==> config.mk <==
export PLATFORM = sky130hd
export DESIGN_NAME = ccsds_turbo_enc_rsc
export DESIGN_NICKNAME = d
export VERILOG_FILES = /design/src/rtl/ccsds_turbo_enc_rsc.sv
export SDC_FILE = /design/constraint.sdc
export NUM_CORES = 1
export LEC_CHECK = 0
export ABC_CLOCK_PERIOD_IN_PS = 4150
export CAP_MARGIN = 10
export CORE_MARGIN = 4
export CORE_UTILIZATION = 50
export CTS_CLUSTER_SIZE = 20
export DETAILED_ROUTE_END_ITERATION = 8
export MAX_ROUTING_LAYER = met4
export PLACE_DENSITY = 0.88
export SLEW_MARGIN = 20
export SYNTH_ARGS = -nofsm -noshare
export SYNTH_HDL_FRONTEND = slang
export SYNTH_SLANG_ARGS = --single-unit
==> constraint.sdc <==
create_clock -name iclk -period 4.15 [get_ports iclk]
set_clock_uncertainty 0.15 [all_clocks]
set_input_delay 0.415 -clock iclk [delete_from_list [all_inputs] [get_ports iclk]]
set_output_delay 0.415 -clock iclk [all_outputs]
set_load 0.005 [all_outputs]
==> src/rtl/ccsds_turbo_enc_rsc.sv <==
// ----------------------------------------------------------------------------
// ccsds_turbo_enc_rsc
// Constituent recursive systematic convolutional encoder for the CCSDS turbo
// code. It has 16 states (K=5) and feedback polynomial G0 = 1+D^3+D^4.
// The forward polynomials are G1 = 1+D+D^3+D^4, G2 = 1+D^2+D^4 and
// G3 = 1+D+D^2+D^3+D^4.
// The encoder accepts one information bit per enabled cycle. When
// pUSE_TAIL is set, it then appends four trellis-termination symbols that
// return the state to zero.
//
// Ports
//   iclk, ireset     clock and asynchronous active-high reset
//   iclkena          clock enable; the whole block freezes while low
//   ival/isop/ieop   input bit valid, first and last bit of frame
//   idat             information bit u
//   ordy             encoder accepts ival this cycle (low during tail)
//   oval/osop/oeop   output symbol valid, first and last symbol of frame
//   otail            symbol is a termination symbol
//   osys             systematic bit (u, or feedback bit during tail)
//   opar             parity {G3,G2,G1}
// ----------------------------------------------------------------------------
module ccsds_turbo_enc_rsc #(
    parameter int pUSE_TAIL = 1
) (
    input  logic       iclk,
    input  logic       ireset,
    input  logic       iclkena,
    input  logic       ival,
    input  logic       isop,
    input  logic       ieop,
    input  logic       idat,
    output logic       ordy,
    output logic       oval,
    output logic       osop,
    output logic       oeop,
    output logic       otail,
    output logic       osys,
    output logic [2:0] opar
);

    typedef enum logic [1:0] {IDLE, DATA, TAIL} state_t;

    state_t     fsm, fsm_nxt;
    logic [3:0] s;
    logic [1:0] tcnt, tcnt_nxt;
    logic       acc;

    logic       enc_go_p0;
    logic       enc_u_p0;
    logic [3:0] enc_s_p0;
    logic       sop_p0, eop_p0, tail_p0;
    logic [6:0] enc_r_p0;

    // One trellis step: returns {next state, G3, G2, G1}.
    // s[0] is the newest feedback bit a(k-1), and s[3] is the oldest, a(k-4).
    function automatic logic [6:0] rsc_step(input logic u, input logic [3:0] st);
        logic a;
        logic [2:0] p;
        a    = u ^ st[2] ^ st[3];
        p[0] = a ^ st[0] ^ st[2] ^ st[3];
        p[1] = a ^ st[1] ^ st[3];
        p[2] = a ^ st[0] ^ st[1] ^ st[2] ^ st[3];
        return {st[2:0], a, p};
    endfunction

    assign ordy     = (fsm != TAIL);
    assign acc      = iclkena & ival & ordy;
    assign enc_r_p0 = rsc_step(enc_u_p0, enc_s_p0);

    // Stage p0: frame control and encoder operand selection
    always_comb begin
        fsm_nxt   = fsm;
        tcnt_nxt  = tcnt;
        enc_go_p0 = 1'b0;
        enc_u_p0  = idat;
        enc_s_p0  = s;
        sop_p0    = 1'b0;
        eop_p0    = 1'b0;
        tail_p0   = 1'b0;
        case (fsm)
            IDLE, DATA: begin
                // In IDLE, a bit without isop is not part of any frame and is discarded.
                if (acc && (isop || fsm == DATA)) begin
                    enc_go_p0 = 1'b1;
                    fsm_nxt   = DATA;
                    if (isop) begin
                        // A new frame always starts from the zero state,
                        // even if it interrupts an unfinished one.
                        enc_s_p0 = 4'd0;
                        sop_p0   = 1'b1;
                    end
                    if (ieop) begin
                        if (pUSE_TAIL != 0) begin
                            fsm_nxt = TAIL;
                        end else begin
                            fsm_nxt = IDLE;
                            eop_p0  = 1'b1;
                        end
                    end
                end
            end
            TAIL: begin
                // Choosing u equal to the feedback bit forces a=0.
                // After four such steps the register is flushed to zero.
                enc_go_p0 = 1'b1;
                enc_u_p0  = s[2] ^ s[3];
                tail_p0   = 1'b1;
                tcnt_nxt  = tcnt + 2'd1;
                if (tcnt == 2'd3) begin
                    eop_p0   = 1'b1;
                    fsm_nxt  = IDLE;
                    tcnt_nxt = 2'd0;
                end
            end
            default: fsm_nxt = IDLE;
        endcase
    end

    // Stage p1: registered state and output symbol
    always_ff @(posedge iclk or posedge ireset) begin
        if (ireset) begin
            fsm   <= IDLE;
            tcnt  <= 2'd0;
            s     <= 4'd0;
            oval  <= 1'b0;
            osop  <= 1'b0;
            oeop  <= 1'b0;
            otail <= 1'b0;
            osys  <= 1'b0;
            opar  <= 3'd0;
        end else if (iclkena) begin
            fsm   <= fsm_nxt;
            tcnt  <= tcnt_nxt;
            oval  <= enc_go_p0;
            osop  <= sop_p0;
            oeop  <= eop_p0;
            otail <= tail_p0;
            if (enc_go_p0) begin
                s    <= enc_r_p0[6:3];
                osys <= enc_u_p0;
                opar <= enc_r_p0[2:0];
            end
        end
    end

endmodule

==> flow_summary.yaml, run 1 <==
outcome:
  status: "completed"
global_routing:
  use_met3: 0.04438
  top_usage_layer: "met2"
  track_usage: 0.1468
  use_met1: 0.1921
  grt_max_degree: 17
  grt_pass1_vias: 603
  grt_overflow: 0
  use_met2: 0.2130
  antenna_found_initial: 0
  grt_pass1_wl_mm: 2.677
pwr:
  clkPwrFrac: 0.141
  vdd_drop_max_mv: 0.4472
  pwr-share-comb: 0.457
  switchingPower_uw: 252.5
  swShare: 0.3467
  seqPwrFrac: 0.402
  intPower_uw: 475.8
  p_per_area_nw_per_um2: 667.6
  leakage_uw: 0.0004932
  total_power_uw: 728.4
timing:
  period_share: 0.5159
  tightest_slew_ns: 0.5870
  fmax_mhz: 467.1
  slew_headroom: 0.6082
  final.min_clock_period_ns: 2.141
  setup_viol: 0
  maxSlewViolCount: 0
  hold_viol_final: 0
  fin_ws_ns: 2.009
  finalSetupTns_ns: 0
  rsz0062_at_grt: "no"
clock_network:
  postCtsSetupBuffers: 0
  cts_buffers: 3
  clkTransAtPathRegs_ns: 0.10
  cts_resized: 0
  clock_latency_ns: 0.29
  cts_tree: "done"
  hold_buffers: 0
  clkSinkCount: 16
  cts_max_path_buffers: 2
  cts_root_buf: "clkbuf_4"
  cts_max_level: 1
placement:
  post-dp-hpwl_mm: 1.198
  port_buffers: 15
  place_inst: 120
  gp_congestion: 0.7807
  pre_cts_slack_ns: 1.859
worst_setup_path:
  cp_num_buf_inv: 2
  critPathTopFamily: "flip-flops"
  reg2reg_to: "s[0]"
  slowest_delay_ns: 0.52
  worstRegToRegCells: 3
  endpoint_kind: "output port"
  crit_required_ns: 3.59
  worst_path_max_delay_cell: "dfrtp_1"
  cp_cell_sequence: "nor2b_4 -> inv_1 -> clkdlybuf4s50_1"
  cp_data_arrival_time_ns: 1.58
  worst-setup-path-type: "reg -> out"
  reg2reg_setup_slack_ns: 2.45
  crit_path_start_kind: "flop"
  crit_fanout: 10
  regToRegStartpoint: "fsm[1]"
layout:
  layout.cells.most_common: "dfrtp_1"
  fillCellCount: 118
  drive_above_1_share: 0.1400
  layoutNonFillerInstCount: 124
  final_cell_mix: "16 x dfrtp_1, 15 x clkdlybuf4s50_1, 10 x inv_1"
  syn_to_final_growth_pct: 22.47
  final_net_count: 109
  antenna_cells: 0
detailed_routing:
  vias: 633
  antenna_left: 0
  drt-total-wl_mm: 1.607
  drc: 0
  vias_per_cell: 5.105
  dr.pass1.iters: 4
  drt_iter0_drc: 12
  routedWlPerCell_um: 12.96
synthesis:
  avgSynthCellArea_um2: 10.61
  synth_cells: 84
  syn-num-nets: 92
  yosysWarnings: 0
  ys_seq_area_frac: 0.4494
  syn-cell-area_um2: 890.9
  synthDistinctLibCells: 37
  ys_ff_latch: 16
floorplan:
  core_area_um2: 1594
  die_y_um: 50.21
  die_w_um: 50.21
  initial_core_util: 0.5589
  num_rows: 14
  die-area_um2: 2521
  num_io_pins: 16
run:
  maxCapViolations: 0
hold_path:
  hold_path.class: "in -> async"
## worst max-delay path by stage
stage	startpoint	to	slack [ns]	cells past startpoint
after floorplan	fsm[0]	s[0]	2.62	5
after global placement	iclkena	opar[2]	1.89	4
after detailed placement	iclkena	opar[2]	1.86	4
after CTS	fsm[1]	ordy	2.01	3
after global routing	fsm[1]	ordy	1.91	3
final	fsm[1]	ordy	2.01	3
## metrics by stage
stage	util	hold slack (ns)	instance area [um^2]
4_1_cts	0.6845	0.3487	1091
2_1_floorplan	-	0.1787	890.9
3_5_place_dp	0.6617	0.3437	1055
6_report	0.6845	0.3248	1091
3_3_place_gp	0.6617	0.3388	1055
5_1_grt	0.6845	0.3827	1091
## worst register-to-register path, cell delays in order, from the launching register on
cell     delay [ns]
dfrtp_1        0.52
nor2b_4        0.26
o21a_1         0.34
mux2_4         0.33
## flip-flops by register name, summed over array words and instances, names as in the netlist
| name | count |
|---|---|
| fsm | 2 |
| otail | 1 |
| osys | 1 |
| oeop | 1 |
| oval | 1 |
| osop | 1 |
| tcnt | 2 |
| opar | 3 |
| s | 4 |
## synthesized netlist by cell type (all sizes together)
cell type  instances  area share
a211o              1      0.0098
a21o               1      0.0084
a21oi              1      0.0056
a32o               1       0.011
buf                2       0.014
clkbuf             1      0.0042
dfrtp             16        0.45
ha                 1       0.014
inv               10       0.042
mux2               2       0.029
mux2i              6       0.067
nand2              8       0.034
nand3              2       0.011
nand3b             1      0.0084
nand4b             1       0.027
nor2               3       0.021
nor2b              2       0.025
nor3               1      0.0056
nor3b              2       0.022
nor4               1      0.0070
nor4b              1      0.0098
o211a              1       0.011
o21a               1      0.0084
o21ai              7       0.039
o21bai             1      0.0084
o221a              2       0.025
o22ai              1      0.0070
o31ai              1      0.0084
or3                1      0.0070
xnor2              2       0.020
xor2               3       0.038
## final cells by class
class                      instances  area [um^2]  share of cell area
tap                               24        30.03             0.02752
inverter                          10        37.54             0.03440
sequential                        16        400.4              0.3670
clock buffer                       4        36.28             0.03326
timing repair buffer              15        150.1              0.1376
multi-input combinational         55        436.7              0.4002
## metal layers
metal | share of wire | vias up | routed length, um
met1 | 0.48 | 296 | 770
met3 | 0.044 | 2 | 70
met5 | 0 | - | 0
met4 | 0.012 | 0 | 20
met2 | 0.46 | 13 | 746
li1 | - | 322 | -
## power by group through the flow
stage                     Sequential (uW)  Combinational [uW]  Clock, uW
after floorplan                       277                 242          0
after global placement                292                 326          0
after detailed placement              296                 335          0
after CTS                             294                 337        105
after global routing                  304                 369        114
final                                 293                 333        103
## cells by family after synthesis
family / after synthesis / share of synthesized area
simple gates: 23 / 0.1784
compound gates: 18 / 0.1433
flops: 16 / 0.4494
buf+inv: 13 / 0.06039
mux: 8 / 0.09691
xor+xnor: 5 / 0.05760
fa+ha+maj: 1 / 0.01404
Note: power is estimated with default switching activity, not from simulation.
==> run 2, diff against run 1 <==
Settings changed: ABC_CLOCK_PERIOD_IN_PS 4150 to 1800, CORE_UTILIZATION 50 to 45, PLACE_DENSITY 0.88 to 0.84.
Clock period 4.15 ns to 1.8 ns, I/O delays scaled along.
==> flow_summary.yaml, run 2 (same netlist as run 1, synthesis figures left out) <==
global_routing:
  antenna_found_initial: 0
  use_met3: 0.03989
  grt_max_degree: 17
  track_usage: 0.1635
  grt_pass1_vias: 773
  top_usage_layer: "met2"
  grt_overflow: 0
  use_met2: 0.2624
  use_met1: 0.1939
  grt_pass1_wl_mm: 3.249
worst_setup_path:
  crit_end: "ordy"
  cp_cell_sequence: "nor2b_4 -> inv_1 -> clkdlybuf4s50_1"
  reg2reg_to: "opar[0]"
  crit_path_start_kind: "flop"
  regToRegStartpoint: "fsm[0]"
  cp_data_arrival_time_ns: 1.39
  endpoint_kind: "output port"
  reg2reg_setup_slack_ns: 0.09
  crit_required_ns: 1.47
  crit_fanout: 6
  startpoint: "fsm[0]"
  worst_path_max_delay_cell: "dfrtp_2"
  worst-setup-path-type: "reg -> out"
  slowest_delay_ns: 0.46
  worstRegToRegCells: 6
clock_network:
  clock_latency_ns: 0.27
  hold_buffers: 0
  cts_tree: "done"
  clkTransAtPathRegs_ns: 0.09
  cts_root_buf: "clkbuf_4"
  cts_max_level: 1
  cts_max_path_buffers: 2
  clkSinkCount: 16
  cts_buffers: 3
layout:
  drive_above_1_share: 0.2566
  final_cell_mix: "15 x clkdlybuf4s50_1, 14 x dfrtp_1, 14 x buf_4"
  final_net_count: 123
  top_regs: "s x4, opar x3"
  largest_reg_flops: 4
  layoutNonFillerInstCount: 138
  layout.cells.most_common: "clkdlybuf4s50_1"
  top_register: "s"
  syn_to_final_growth_pct: 33.15
  finish.utilization: 0.6583
  antenna_cells: 0
detailed_routing:
  dr.pass1.iters: 4
  drt_iter0_drc: 17
  antenna_left: 0
  vias: 706
  vias_per_cell: 5.116
  drc: 0
  routedWlPerCell_um: 13.36
  drt-total-wl_mm: 1.843
floorplan:
  die-area_um2: 2756
  num_rows: 15
  initial_core_util: 0.4944
  die_w_um: 52.50
  core_area_um2: 1802
  num_io_pins: 16
  die_y_um: 52.50
timing:
  fin_ws_ns: 0.08141
  hold_viol_final: 0
  fmax_mhz: 581.9
  setup_viol: 0
  tightest_slew_ns: 0.5890
  final.min_clock_period_ns: 1.719
  period_share: 0.9548
  maxSlewViolCount: 0
  rsz0062_at_grt: "no"
  slew_headroom: 0.6069
placement:
  place_inst: 133
  gp_congestion: 0.8430
  post-dp-hpwl_mm: 1.426
  pre_cts_slack_ns: -0.001825
  port_buffers: 15
run:
  maxCapViolations: 0
pwr:
  vdd_drop_max_mv: 0.7791
  p_per_area_nw_per_um2: 1437
  leakage_uw: 0.0005502
hold_path:
  hold_path.class: "in -> async"
outcome:
  status: "completed"
-- run 2: cell types whose count changed in the layout (fill, tap and decap cells not counted), sizes merged --
cell	previous run	this run
buf	0	14
clkbuf	4	3
-- run 2: critical path: cells and delay by family, from the launching register on --
kind          cells  cell delay (ns)
simple gates      1             0.17
flops             1             0.46
buf+inv           2             0.48
-- run 2: per-stage QoR --
stage | hold slack, ns | power [uW] | cell area, um^2 | TNS, ns
final | 0.1087 | 1704 | 1186 | 0
after global routing | 0.1508 | 1853 | 1186 | 0
after CTS | 0.1339 | 1705 | 1177 | 0
after detailed placement | 0.3396 | 1499 | 1146 | -0.001825
after global placement | 0.3232 | 1463 | 1146 | 0
after floorplan | -0.05626 | 1197 | 890.9 | 0
-- run 2: what timing repair did --
item                                    in CTS  in global routing
endpoints found under the setup margin       1                  1
gates cloned                                 0                  0
pin swaps                                    0                  0
gates resized for setup                      1                  1
buffers inserted                             1                  1
-- run 2: power by group --
part	total [uW]	switching (uW)	leakage [uW]	internal (uW)
sequential	651	133	0.000195	518
clock	176	98.8	0.0000138	77.4
combinational	877	357	0.000341	520
-- run 2: per-layer routing --
| layer | share of wire | vias up |
|---|---|---|
| li1 | - | 346 |
| met1 | 0.46 | 335 |
| met2 | 0.47 | 19 |
| met3 | 0.046 | 6 |
| met4 | 0.023 | 0 |
| met5 | 0 | - |
-- run 2: how the worst min path moves through the flow --
| stage | cells past startpoint | to | slack (ns) | startpoint |
|---|---|---|---|---|
| global placement | 1 | osys | 0.32 | osys |
| CTS | 2 | s[0] | 0.13 | ireset |
| global route | 2 | oval | 0.15 | ireset |
| detailed placement | 1 | osys | 0.34 | osys |
| finish | 2 | s[0] | 0.11 | ireset |
| floorplan | 1 | fsm[0] | -0.06 | ireset |
-- run 2: cell type report --
cell class | instances | area (um^2)
fillers | 154 | 615.6
multi-input cells | 55 | 436.7
flip-flops and latches | 16 | 402.9
repair buffers | 29 | 255.2
inverters | 10 | 37.54
well taps | 25 | 31.28
clock buffers | 3 | 22.52
==> run 3, diff against run 2 <==
Settings changed: MAX_ROUTING_LAYER met4 to default.
==> flow_summary.yaml, run 3 (same netlist as run 1, synthesis figures left out) <==
outcome:
  status: "completed"
timing:
  hold_viol_final: 0
  timing.hold.ws_ns: 0.1087
  finalSetupTns_ns: 0
  maxSlewViolCount: 0
  setup_viol: 0
  final.min_clock_period_ns: 1.719
  tightest_slew_ns: 0.5890
  period_share: 0.9548
  slew_headroom: 0.6069
  rsz0062_at_grt: "no"
  fmax_mhz: 581.9
floorplan:
  core_area_um2: 1802
  num_rows: 15
  die-area_um2: 2756
  num_io_pins: 16
  die_y_um: 52.50
  die_w_um: 52.50
  initial_core_util: 0.4944
detailed_routing:
  drc: 0
  drt_iter0_drc: 17
  vias_per_cell: 5.116
  drt-total-wl_mm: 1.843
  vias: 706
  routedWlPerCell_um: 13.36
  antenna_left: 0
  dr.pass1.iters: 4
hold_path:
  hold_path.class: "in -> async"
clock_network:
  hold_buffers: 0
  cts_tree: "done"
  cts_max_path_buffers: 2
  clkTransAtPathRegs_ns: 0.09
  cts_buffers: 3
  clock_latency_ns: 0.27
  cts_root_buf: "clkbuf_4"
  cts_max_level: 1
  clkSinkCount: 16
global_routing:
  grt_max_degree: 17
  track_usage: 0.1594
  antenna_found_initial: 0
  grt_pass1_wl_mm: 3.249
  grt_pass1_vias: 773
  grt_overflow: 0
worst_setup_path:
  endpoint_kind: "output port"
  cp_data_arrival_time_ns: 1.39
  worst-setup-path-type: "reg -> out"
  crit_fanout: 6
  regToRegStartpoint: "fsm[0]"
  crit_path_start_kind: "flop"
  reg2reg_to: "opar[0]"
  worstRegToRegCells: 6
  reg2reg_setup_slack_ns: 0.09
  crit_required_ns: 1.47
pwr:
  vdd_drop_max_mv: 0.7791
  leakage_uw: 0.0005502
  p_per_area_nw_per_um2: 1436
placement:
  port_buffers: 15
  placed_area_um2: 1146
  gp_congestion: 0.8303
  post-dp-hpwl_mm: 1.426
layout:
  drive_above_1_share: 0.2566
  multiInputGateArea_um2: 436.7
  regArea_um2: 402.9
  design_area_um2: 1186
  finish.utilization: 0.6583
  fillCellCount: 154
  final_cell_mix: "15 x clkdlybuf4s50_1, 14 x dfrtp_1, 14 x buf_4"
  layout.cells.most_common: "clkdlybuf4s50_1"
  top_regs: "s x4, opar x3"
  antenna_cells: 0
  syn_to_final_growth_pct: 33.15
  top_register: "s"
  final_net_count: 123
  largest_reg_flops: 4
run:
  maxCapViolations: 0
-- run 3: cell counts in the layout (fill, tap and decap cells not counted) --
No cell type changed its count.
-- run 3: area by class of cell --
cell class / count / share of cell area
multi-input combinational: 55 / 0.3681
sequential: 16 / 0.3397
timing repair buffer: 29 / 0.2152
inverter: 10 / 0.03165
tap: 25 / 0.02637
clock buffer: 3 / 0.01899
-- run 3: what timing repair did --
item                       CTS  global route
setup endpoints to repair    1             1
setup buffers                1             1
cloned                       0             0
gates resized for setup      1             1
-- run 3: worst max path at each step --
stage          startpoint  endpoint  slack, ns  cells past startpoint
2_1_floorplan      fsm[0]      s[0]       0.27                      5
3_3_place_gp         isop      s[0]       0.02                      5
3_5_place_dp         isop      s[0]     -0.002                      5
4_1_cts            fsm[0]      ordy     0.0004                      3
5_1_grt            fsm[0]      ordy     0.0005                      3
6_report           fsm[0]      ordy       0.08                      3
-- run 3: power by group --
group / switching (uW) / internal, uW
clock: 98.8 / 77.4
combinational: 357 / 520
sequential: 133 / 518
total: 588 / 1120
-- run 3: routing by layer --
| metal | GRT usage | up-vias | part of all wire |
|---|---|---|---|
| li1 | - | 346 | - |
| met3 | 0.04274 | 6 | 0.050 |
| met5 | 0 | - | 0 |
| met2 | 0.2624 | 19 | 0.47 |
| met4 | 0.07234 | 0 | 0.023 |
| met1 | 0.1921 | 335 | 0.45 |
-- run 3: through the flow --
stage | worst slack (ns) | total power [uW] | cells
finish | 0.08141 | 1704 | 138
global route | 0.0004928 | 1853 | 138
CTS | 0.0003749 | 1705 | 137
detailed placement | -0.001825 | 1499 | 133
global placement | 0.01763 | 1463 | 133
floorplan | 0.2666 | 1197 | 84
-- run 3: worst max-delay path, cell delays in order, from the launching register on --
cell and delay (ns):
dfrtp_2 0.46, nor2b_4 0.17, inv_1 0.05, clkdlybuf4s50_1 0.43
